$ cat src/rtl/maxpool_pkg.sv
// ============================================================================
// maxpool_pkg : shared types, default geometry and compare helper
// Revision    : 1.0
// ============================================================================
`default_nettype none

package maxpool_pkg;

    localparam int DEF_DATA_WIDTH = 8;
    localparam int DEF_CHANNELS   = 3;
    localparam int DEF_IMG_WIDTH  = 8;
    localparam int DEF_IMG_HEIGHT = 8;

    localparam int OUT_W    = DEF_IMG_WIDTH / 2;
    localparam int OUT_H    = DEF_IMG_HEIGHT / 2;
    localparam int COL_BITS = $clog2(DEF_IMG_WIDTH);
    localparam int ROW_BITS = $clog2(DEF_IMG_HEIGHT);

    // Operands are zero-extended to this width so one helper serves any DATA_WIDTH <= 32.
    localparam int MAXU_W = 32;

    typedef enum logic [0:0] {
        IDLE   = 1'b0,
        ACTIVE = 1'b1
    } state_e;

    function automatic logic [MAXU_W-1:0] max_u(input logic [MAXU_W-1:0] a,
                                                input logic [MAXU_W-1:0] b);
        return (a > b) ? a : b;
    endfunction

endpackage

`default_nettype wire

$ cat src/rtl/maxpool_line_buf.sv
// ============================================================================
// maxpool_line_buf : one row of horizontal maxima, sync write / async read
// Revision         : 1.0
// ============================================================================
`default_nettype none

module maxpool_line_buf #(
    parameter int WIDTH = 24,
    parameter int DEPTH = 4,
    parameter int AW    = 2
) (
    input  logic             clk,
    input  logic             we_i,
    input  logic [AW-1:0]    addr_i,
    input  logic [WIDTH-1:0] wdata_i,
    output logic [WIDTH-1:0] rdata_o
);

    logic [WIDTH-1:0] mem_q [DEPTH];

    always_ff @(posedge clk) begin
        if (we_i) begin
            mem_q[addr_i] <= wdata_i;
        end
    end

    assign rdata_o = mem_q[addr_i];

endmodule

`default_nettype wire

$ cat src/rtl/maxpool_stream.sv
// ============================================================================
// maxpool_stream : 2x2 stride-2 per-channel max pooling on a raster stream
// Revision       : 1.0
// ============================================================================
`default_nettype none

module maxpool_stream
    import maxpool_pkg::*;
#(
    parameter int DATA_WIDTH = DEF_DATA_WIDTH,
    parameter int CHANNELS   = DEF_CHANNELS,
    parameter int IMG_WIDTH  = DEF_IMG_WIDTH,
    parameter int IMG_HEIGHT = DEF_IMG_HEIGHT
) (
    input  logic                           clk,
    input  logic                           rst,
    input  logic                           frame_start,
    input  logic [CHANNELS*DATA_WIDTH-1:0] pixel_in,
    input  logic                           pixel_valid,
    output logic [CHANNELS*DATA_WIDTH-1:0] pool_out,
    output logic                           pool_valid,
    output logic                           frame_done
);

    localparam int c_PW       = CHANNELS * DATA_WIDTH;
    localparam int c_OUT_W    = IMG_WIDTH / 2;
    localparam int c_OUT_H    = IMG_HEIGHT / 2;
    localparam int c_COL_BITS = $clog2(IMG_WIDTH);
    localparam int c_ROW_BITS = $clog2(IMG_HEIGHT);
    localparam int c_AW       = c_COL_BITS - 1;

    localparam logic [c_COL_BITS-1:0] c_COL_LAST = c_COL_BITS'(IMG_WIDTH - 1);
    localparam logic [c_ROW_BITS-1:0] c_ROW_LAST = c_ROW_BITS'(IMG_HEIGHT - 1);
    localparam logic [c_COL_BITS-1:0] c_COL_DONE = c_COL_BITS'(2 * c_OUT_W - 1);
    localparam logic [c_ROW_BITS-1:0] c_ROW_DONE = c_ROW_BITS'(2 * c_OUT_H - 1);

    state_e                  state_q, state_d;
    logic [c_COL_BITS-1:0]   col_q, col_d;
    logic [c_ROW_BITS-1:0]   row_q, row_d;
    logic [c_PW-1:0]         h_q, h_d;
    logic [c_PW-1:0]         pool_out_q, pool_out_d;
    logic                    pool_valid_q, pool_valid_d;
    logic                    frame_done_q, frame_done_d;

    logic                    w_accept;
    logic [c_COL_BITS-1:0]   w_col;
    logic [c_ROW_BITS-1:0]   w_row;
    logic [c_PW-1:0]         w_hmax;
    logic [c_PW-1:0]         w_pool;
    logic [c_PW-1:0]         w_lb_rd;
    logic                    w_lb_we;

    // frame_start overrides the counters so a coincident pixel lands at (0,0).
    always_comb begin
        w_accept = pixel_valid && (frame_start || (state_q == ACTIVE));
        w_col    = frame_start ? '0 : col_q;
        w_row    = frame_start ? '0 : row_q;
        w_hmax   = '0;
        w_pool   = '0;
        for (int c = 0; c < CHANNELS; c++) begin
            w_hmax[c*DATA_WIDTH +: DATA_WIDTH] = DATA_WIDTH'(max_u(
                MAXU_W'(h_q[c*DATA_WIDTH +: DATA_WIDTH]),
                MAXU_W'(pixel_in[c*DATA_WIDTH +: DATA_WIDTH])));
        end
        for (int c = 0; c < CHANNELS; c++) begin
            w_pool[c*DATA_WIDTH +: DATA_WIDTH] = DATA_WIDTH'(max_u(
                MAXU_W'(w_lb_rd[c*DATA_WIDTH +: DATA_WIDTH]),
                MAXU_W'(w_hmax[c*DATA_WIDTH +: DATA_WIDTH])));
        end
    end

    always_comb begin
        state_d      = state_q;
        col_d        = col_q;
        row_d        = row_q;
        h_d          = h_q;
        pool_out_d   = pool_out_q;
        pool_valid_d = 1'b0;
        frame_done_d = 1'b0;
        w_lb_we      = 1'b0;

        if (frame_start) begin
            state_d = ACTIVE;
            col_d   = '0;
            row_d   = '0;
        end

        if (w_accept) begin
            if (!w_col[0]) begin
                h_d = pixel_in;
            end else if (!w_row[0]) begin
                // A trailing unpaired row (odd height) never reaches the line buffer.
                w_lb_we = (w_row != c_ROW_LAST);
            end else begin
                pool_out_d   = w_pool;
                pool_valid_d = 1'b1;
                frame_done_d = (w_row == c_ROW_DONE) && (w_col == c_COL_DONE);
            end

            if (w_col == c_COL_LAST) begin
                col_d = '0;
                if (w_row == c_ROW_LAST) begin
                    row_d   = '0;
                    state_d = IDLE;
                end else begin
                    row_d = w_row + 1'b1;
                end
            end else begin
                col_d = w_col + 1'b1;
            end
        end
    end

    always_ff @(posedge clk or posedge rst) begin
        if (rst) begin
            state_q      <= IDLE;
            col_q        <= '0;
            row_q        <= '0;
            h_q          <= '0;
            pool_out_q   <= '0;
            pool_valid_q <= 1'b0;
            frame_done_q <= 1'b0;
        end else begin
            state_q      <= state_d;
            col_q        <= col_d;
            row_q        <= row_d;
            h_q          <= h_d;
            pool_out_q   <= pool_out_d;
            pool_valid_q <= pool_valid_d;
            frame_done_q <= frame_done_d;
        end
    end

    maxpool_line_buf #(
        .WIDTH (c_PW),
        .DEPTH (c_OUT_W),
        .AW    (c_AW)
    ) u_line_buf (
        .clk     (clk),
        .we_i    (w_lb_we),
        .addr_i  (w_col[c_COL_BITS-1:1]),
        .wdata_i (w_hmax),
        .rdata_o (w_lb_rd)
    );

    assign pool_out   = pool_out_q;
    assign pool_valid = pool_valid_q;
    assign frame_done = frame_done_q;

endmodule

`default_nettype wire

$ cat config.mk
export PLATFORM = sky130hd
export DESIGN_NAME = maxpool_stream
export DESIGN_NICKNAME = d
export VERILOG_FILES = /design/src/rtl/maxpool_pkg.sv /design/src/rtl/maxpool_line_buf.sv /design/src/rtl/maxpool_stream.sv
export SDC_FILE = /design/constraint.sdc
export NUM_CORES = 1
export LEC_CHECK = 0
export CAP_MARGIN = 25
export CORE_ASPECT_RATIO = 1.2
export CORE_UTILIZATION = 25
export CTS_BUF_LIST = sky130_fd_sc_hd__clkbuf_2 sky130_fd_sc_hd__clkbuf_4 sky130_fd_sc_hd__clkbuf_8
export DETAILED_ROUTE_END_ITERATION = 7
export PLACE_DENSITY = 0.5
export SYNTH_ARGS = -nofsm -noshare
export SYNTH_HDL_FRONTEND = slang
export SYNTH_SLANG_ARGS = --single-unit
$ cat constraint.sdc
create_clock -name clk -period 3.99 [get_ports clk]
set_input_delay 0.5985 -clock clk [delete_from_list [all_inputs] [get_ports clk]]
set_output_delay 0.5985 -clock clk [all_outputs]
set_load 0.01 [all_outputs]
==> flow_summary.ini, run 1 <==
[sta]
fin_setup_tns_ns = 0
setup_slack_ns = 0.177
fin_skew_ns = 0.0187
fin_crit_sh_pct = 95.6
timing.fmax_ghz = 0.262
rsz0062_at_grt = no
hold_slack_ns = 0.497
setup_viol = 0
min_period_ns = 3.81
slew_violations = 0
final-hold-violation-count = 0
max_slew_margin_pct = 42.3
worstMarginPinSlew_ns = 0.865

[power_and_ir_drop]
p_leak_uw = 0.00393
power_density_nw_per_um2 = 421
vdd_drop_max_mv = 0.214

[yosys]
synthesis.instances = 643
synth_edf_count = 96
netlist_top_cells_area = edfxtp_1, dfrtp_1, ha_1
ys_ff_latch = 153
synth_area_sq_um = 7640
netlist.top_cell.by_area = edfxtp_1
syn_nets = 723
synth_cell_types = 47
synth_top_area_share_pct = 37.7
syn_area_per_cell_sq_um = 11.9
synth_flop_cell = edfxtp_1
yosysSeqAreaShare_pct = 56.4
yosysWarningCount = 0
async_flop_share_pct = 37.3

[clock_tree]
holdBufCountCts = 0
clkLatencyLatePin_ns = 0.46
cts_tree = yes
cts_buffers = 17
ctsRootBufferMaster = clkbuf_8
h-tree-depth = 4
cts_sinks = 153
post_cts_buffers = 0
clock_path_buffers = 2
clkSlewWorstSetupHoldPaths_ns = 0.10

[setup_path]
worst-setup-path-type = in2reg
critPathRequiredTime_ns = 4.34
setup.worst_path.end_class = flop
arrival_ns = 4.16
crit_fanout = 4
crit_family = compound AO/OA/AOI/OAI gates
slowest_stage = clkdlybuf4s50_1
max_stage_delay_ns = 0.47
path_cells = clkdlybuf4s50_1, inv_1, ha_1, nor2b_1, o211ai_1, a21oi_1, o31ai_4, mux2_2, inv_1, ha_1, and3_1, a221o_1, a21oi_2, a31o_1, nor3b_1, a221o_1
path_buf_inv = 3
start_kind = primary input
r2r_slack_ns = 0.44
worst-path-stages = 16
r2r_cells = 14

[floorplan]
die_y_um = 193
dieArea_sq_um = 31300
num_io_pins = 54
die_w_um = 162
num_rows = 69
start_util_pct = 25.6
coreArea_sq_um = 29900

[layout]
final_common_cell = edfxtp_1
syn_to_final_growth_pct = 25.4
drive_gt1_share_pct = 19.2
final_cell_mix = edfxtp_1, buf_4, dfrtp_1
fin_cells = 1160
nNetsFinal = 837
antenna_cells = 0
fillCellCount = 3054

[placement]
gp_congestion = 0.743
dp.cells = 1127
io_buffers = 53
pre_cts_slack_ns = -0.334
hpwl_um = 12600

[status]
outcome = finished clean

[global_routing]
grt_max_degree = 40
grt_pass1_wl_um = 28900
overflow = 0
antenna_found_initial = 0
grt_pass1_vias = 5445
grt_use_total_pct = 11.9

[detailed_routing]
vias_per_cell = 4.55
ant_nets = 0
drtIter0Drc = 234
route.detailed.drc = 0
wl_per_cell_um = 15.4
route.vias.total = 5283
firstDrtPassIters = 4
routed_wl_um = 17900

[run]
drv_cap = 0

[hold_path]
hold_depth = 1
hp-class = reg2reg
synthesized netlist by cell type, drive strengths merged, types with 5 or more instances:
library cell and n:
nand4 12, and2 5, dfrtp 57, o21a 21, clkbuf 17, nand2 55
a22o 25, nor2 10, a22oi 30, or2 5, nor2b 16, a221oi 6
edfxtp 96, ha 52, nor3b 6, a21oi 26, o211ai 12, o21ai 52
a221o 8, a21o 6, buf 18, mux2 12, a31oi 8, nand3 8
inv 54
sequential cells by signal, summed over array words and instances (netlist names):
register,flops
h_q,24
u_line_buf.mem_q,96
row_q,3
col_q,3
state_q,1
pool_out,24
pool_valid,1
frame_done,1
worst paths after layout:
path	startpoint	endpoint
max in group asynchronous	rst	col_q[0]$_DFF_PP0_
min in group asynchronous	rst	pool_out[19]$_DFFE_PP0P_
max	pixel_in[1]	pool_out[7]$_DFFE_PP0P_
min	row_q[1]$_DFF_PP0_	row_q[1]$_DFF_PP0_
max reg2reg	h_q[23]$_DFFE_PP0P_	pool_out[21]$_DFFE_PP0P_
min reg2reg	row_q[1]$_DFF_PP0_	row_q[1]$_DFF_PP0_
where the power goes:
group / total [uW] / internal, uW / switching, uW
combinational: 894 / 404 / 490
sequential: 1830 / 1790 / 38.6
clock: 1310 / 673 / 640
total: 4040 / 2870 / 1170
metrics by stage:
| stage | cell area (sq um) | total power [uW] | utilization [%] |
|---|---|---|---|
| after global routing | 9580 | 4270 | 32.1 |
| after CTS | 9550 | 4080 | 32.0 |
| final | 9580 | 4040 | 32.1 |
| after global placement | 9110 | 2730 | 30.5 |
| after detailed placement | 9110 | 2750 | 30.5 |
| after floorplan | 7640 | 2430 | - |
metal layers:
metal	vias to the layer above	GRT usage [%]	share of wire (%)
met1	2532	15.1	47
li1	2650	-	-
met3	17	2.32	3.1
met4	0	3.56	1.4
met2	84	20.4	48
met5	-	0	0
cell type report:
| type | instances | area (sq um) | share of cell area [%] |
|---|---|---|---|
| sequential | 153 | 4310 | 45.0 |
| clock inverter | 13 | 180 | 1.88 |
| multi-input combinational | 402 | 3000 | 31.3 |
| inverter | 54 | 203 | 2.12 |
| clock buffer | 19 | 262 | 2.73 |
| timing repair buffer | 129 | 1140 | 11.9 |
| tap | 390 | 488 | 5.09 |
kinds of logic after synthesis:
logic type,synth area share [%]
adders and majority gates,8.52
and+or+nand+nor,8.01
muxes,1.77
DFF,56.4
buffers and inverters,5.00
AOI/OAI and AO/OA,20.3
timing repair:
item	4_1_cts	5_1_grt
hold endpoints to repair	0	0
gates resized for setup	0	7
setup endpoints to repair	0	9
No activity file was read; power rests on OpenSTA's default activity.
==> run 2: changes to the inputs <==
- SETUP_SLACK_MARGIN: not set -> 0.4
==> flow_summary.ini, run 2 (same netlist as run 1, synthesis figures left out) <==
[global_routing]
grt_pass1_wl_um = 29900
grt_use_total_pct = 12.3
grt_pass1_vias = 5561
grt_max_degree = 30
overflow = 0
antenna_found_initial = 0

[power_and_ir_drop]
vdd_drop_max_mv = 0.205
p_leak_uw = 0.00408
switchingPower_uw = 1180
switching_share_pct = 28.4
pwr-share-comb_pct = 25.8
power_density_nw_per_um2 = 415
seqPwrFrac_pct = 44.1
internal_power_uw = 2980
clockPowerShare_pct = 30.1

[setup_path]
arrival_ns = 3.80
setup.worst_path.end_class = flop
start_kind = primary input
rr_startpoint = h_q[1]$_DFFE_PP0P_
crit_fanout = 7
r2r_end = pool_out[1]$_DFFE_PP0P_
critPathRequiredTime_ns = 4.33
r2r_slack_ns = 0.54
worst-setup-path-type = in2reg
r2r_cells = 15

[detailed_routing]
vias_per_cell = 4.62
wl_per_cell_um = 15.9
route.vias.total = 5446
ant_nets = 0
drtIter0Drc = 228
routed_wl_um = 18700
firstDrtPassIters = 6
route.detailed.drc = 0

[floorplan]
die_y_um = 193
die_w_um = 162
start_util_pct = 25.6
num_rows = 69
num_io_pins = 54
dieArea_sq_um = 31300
coreArea_sq_um = 29900

[clock_tree]
holdBufCountCts = 0
ctsRootBufferMaster = clkbuf_8
clkLatencyLatePin_ns = 0.45
clkSlewWorstSetupHoldPaths_ns = 0.08
cts_tree = yes
cts_buffers = 17
clock_path_buffers = 2
h-tree-depth = 4
cts_sinks = 153

[hold_path]
hold_depth = 3
hp-class = in2reg
whs_endpoint = h_q[2]$_DFFE_PP0P_
hp-start = pixel_in[2]

[layout]
final_cell_mix = edfxtp_1, buf_4, dfrtp_1
final_common_cell = edfxtp_1
syn_to_final_growth_pct = 31.5
fin_cells = 1178
fillCellCount = 3018
drive_gt1_share_pct = 26.6
largest_reg_flops = 96
antenna_cells = 0
fin_area_sq_um = 10000
regArea_sq_um = 4310
multi_input_comb_area_sq_um = 3360
nNetsFinal = 856
top_register = u_line_buf.mem_q

[sta]
setup_viol = 0
max_slew_margin_pct = 50.0
fin_crit_sh_pct = 86.7
final-hold-violation-count = 0
rsz0062_at_grt = no
fin_setup_tns_ns = 0
min_period_ns = 3.46
worstMarginPinSlew_ns = 0.751
slew_violations = 0
fin_skew_ns = 0.0143
timing.fmax_ghz = 0.289

[placement]
place_area_sq_um = 9280
gp_congestion = 0.762
hpwl_um = 12900
io_buffers = 53
dp.cells = 1134

[status]
outcome = finished clean

[run]
drv_cap = 0
-- run 2: cell type report --
| type | count | share of cell area (%) |
|---|---|---|
| clock buffers | 23 | 2.96 |
| clock inverters | 8 | 1.21 |
| inverters | 54 | 2.10 |
| multi-input cells | 405 | 33.4 |
| flip-flops and latches | 153 | 42.9 |
| well taps | 390 | 4.86 |
| repair buffers | 145 | 12.6 |
-- run 2: worst max-delay path by stage --
stage / start / cells after the start / end
2_1_floorplan: pixel_in[15] / 18 / pool_out[10]$_DFFE_PP0P_
3_3_place_gp: pixel_in[1] / 17 / pool_out[6]$_DFFE_PP0P_
3_5_place_dp: pixel_in[1] / 17 / pool_out[2]$_DFFE_PP0P_
4_1_cts: pixel_in[15] / 15 / pool_out[15]$_DFFE_PP0P_
5_1_grt: h_q[1]$_DFFE_PP0P_ / 15 / pool_out[1]$_DFFE_PP0P_
6_report: pixel_in[17] / 15 / pool_out[20]$_DFFE_PP0P_
-- run 2: timing repair --
| action | CTS | global route |
|---|---|---|
| hold endpoints to repair | 0 | 0 |
| pin swaps | 13 | 22 |
| gates resized for setup | 20 | 41 |
| gates cloned | 2 | 3 |
| endpoints found under the setup margin | 23 | 24 |
| setup buffers | 3 | 5 |
-- run 2: metal layers --
layer / vias to the layer above / GRT usage (%) / routed length (um)
li1: 2689 / - / -
met1: 2657 / 15.6 / 8790
met2: 81 / 20.6 / 9070
met3: 19 / 2.47 / 553
met4: 0 / 4.09 / 280
met5: - / 0 / 0
-- run 2: through the flow --
stage	total power, uW	hold WS, ns	util (%)	worst slack, ns
2_1_floorplan	2480	0.458	-	0.209
3_3_place_gp	2790	0.468	31.1	-0.186
3_5_place_dp	2800	0.475	31.1	-0.214
4_1_cts	4120	0.494	32.8	0.401
5_1_grt	4400	0.467	33.6	0.360
6_report	4170	0.473	33.6	0.531
-- run 2: worst max-delay path: stages --
cell and delay [ns]:
clkdlybuf4s50_1 0.45, inv_1 0.06, ha_1 0.30, nor2b_1 0.13, o211a_1 0.21, o31a_1 0.29
and2_4 0.18, o21a_1 0.17, ha_1 0.31, nand4_1 0.14, nand2b_2 0.25, o22ai_2 0.28
buf_4 0.18, a21oi_1 0.06, a22o_1 0.19
-- run 2: power by group through the flow --
stage                     logic, uW  clock network [uW]  registers [uW]
final                          1080                1250            1840
after detailed placement        931                   0            1870
after global placement          922                   0            1870
after global routing           1200                1360            1840
after CTS                       988                1290            1840
after floorplan                 627                   0            1850
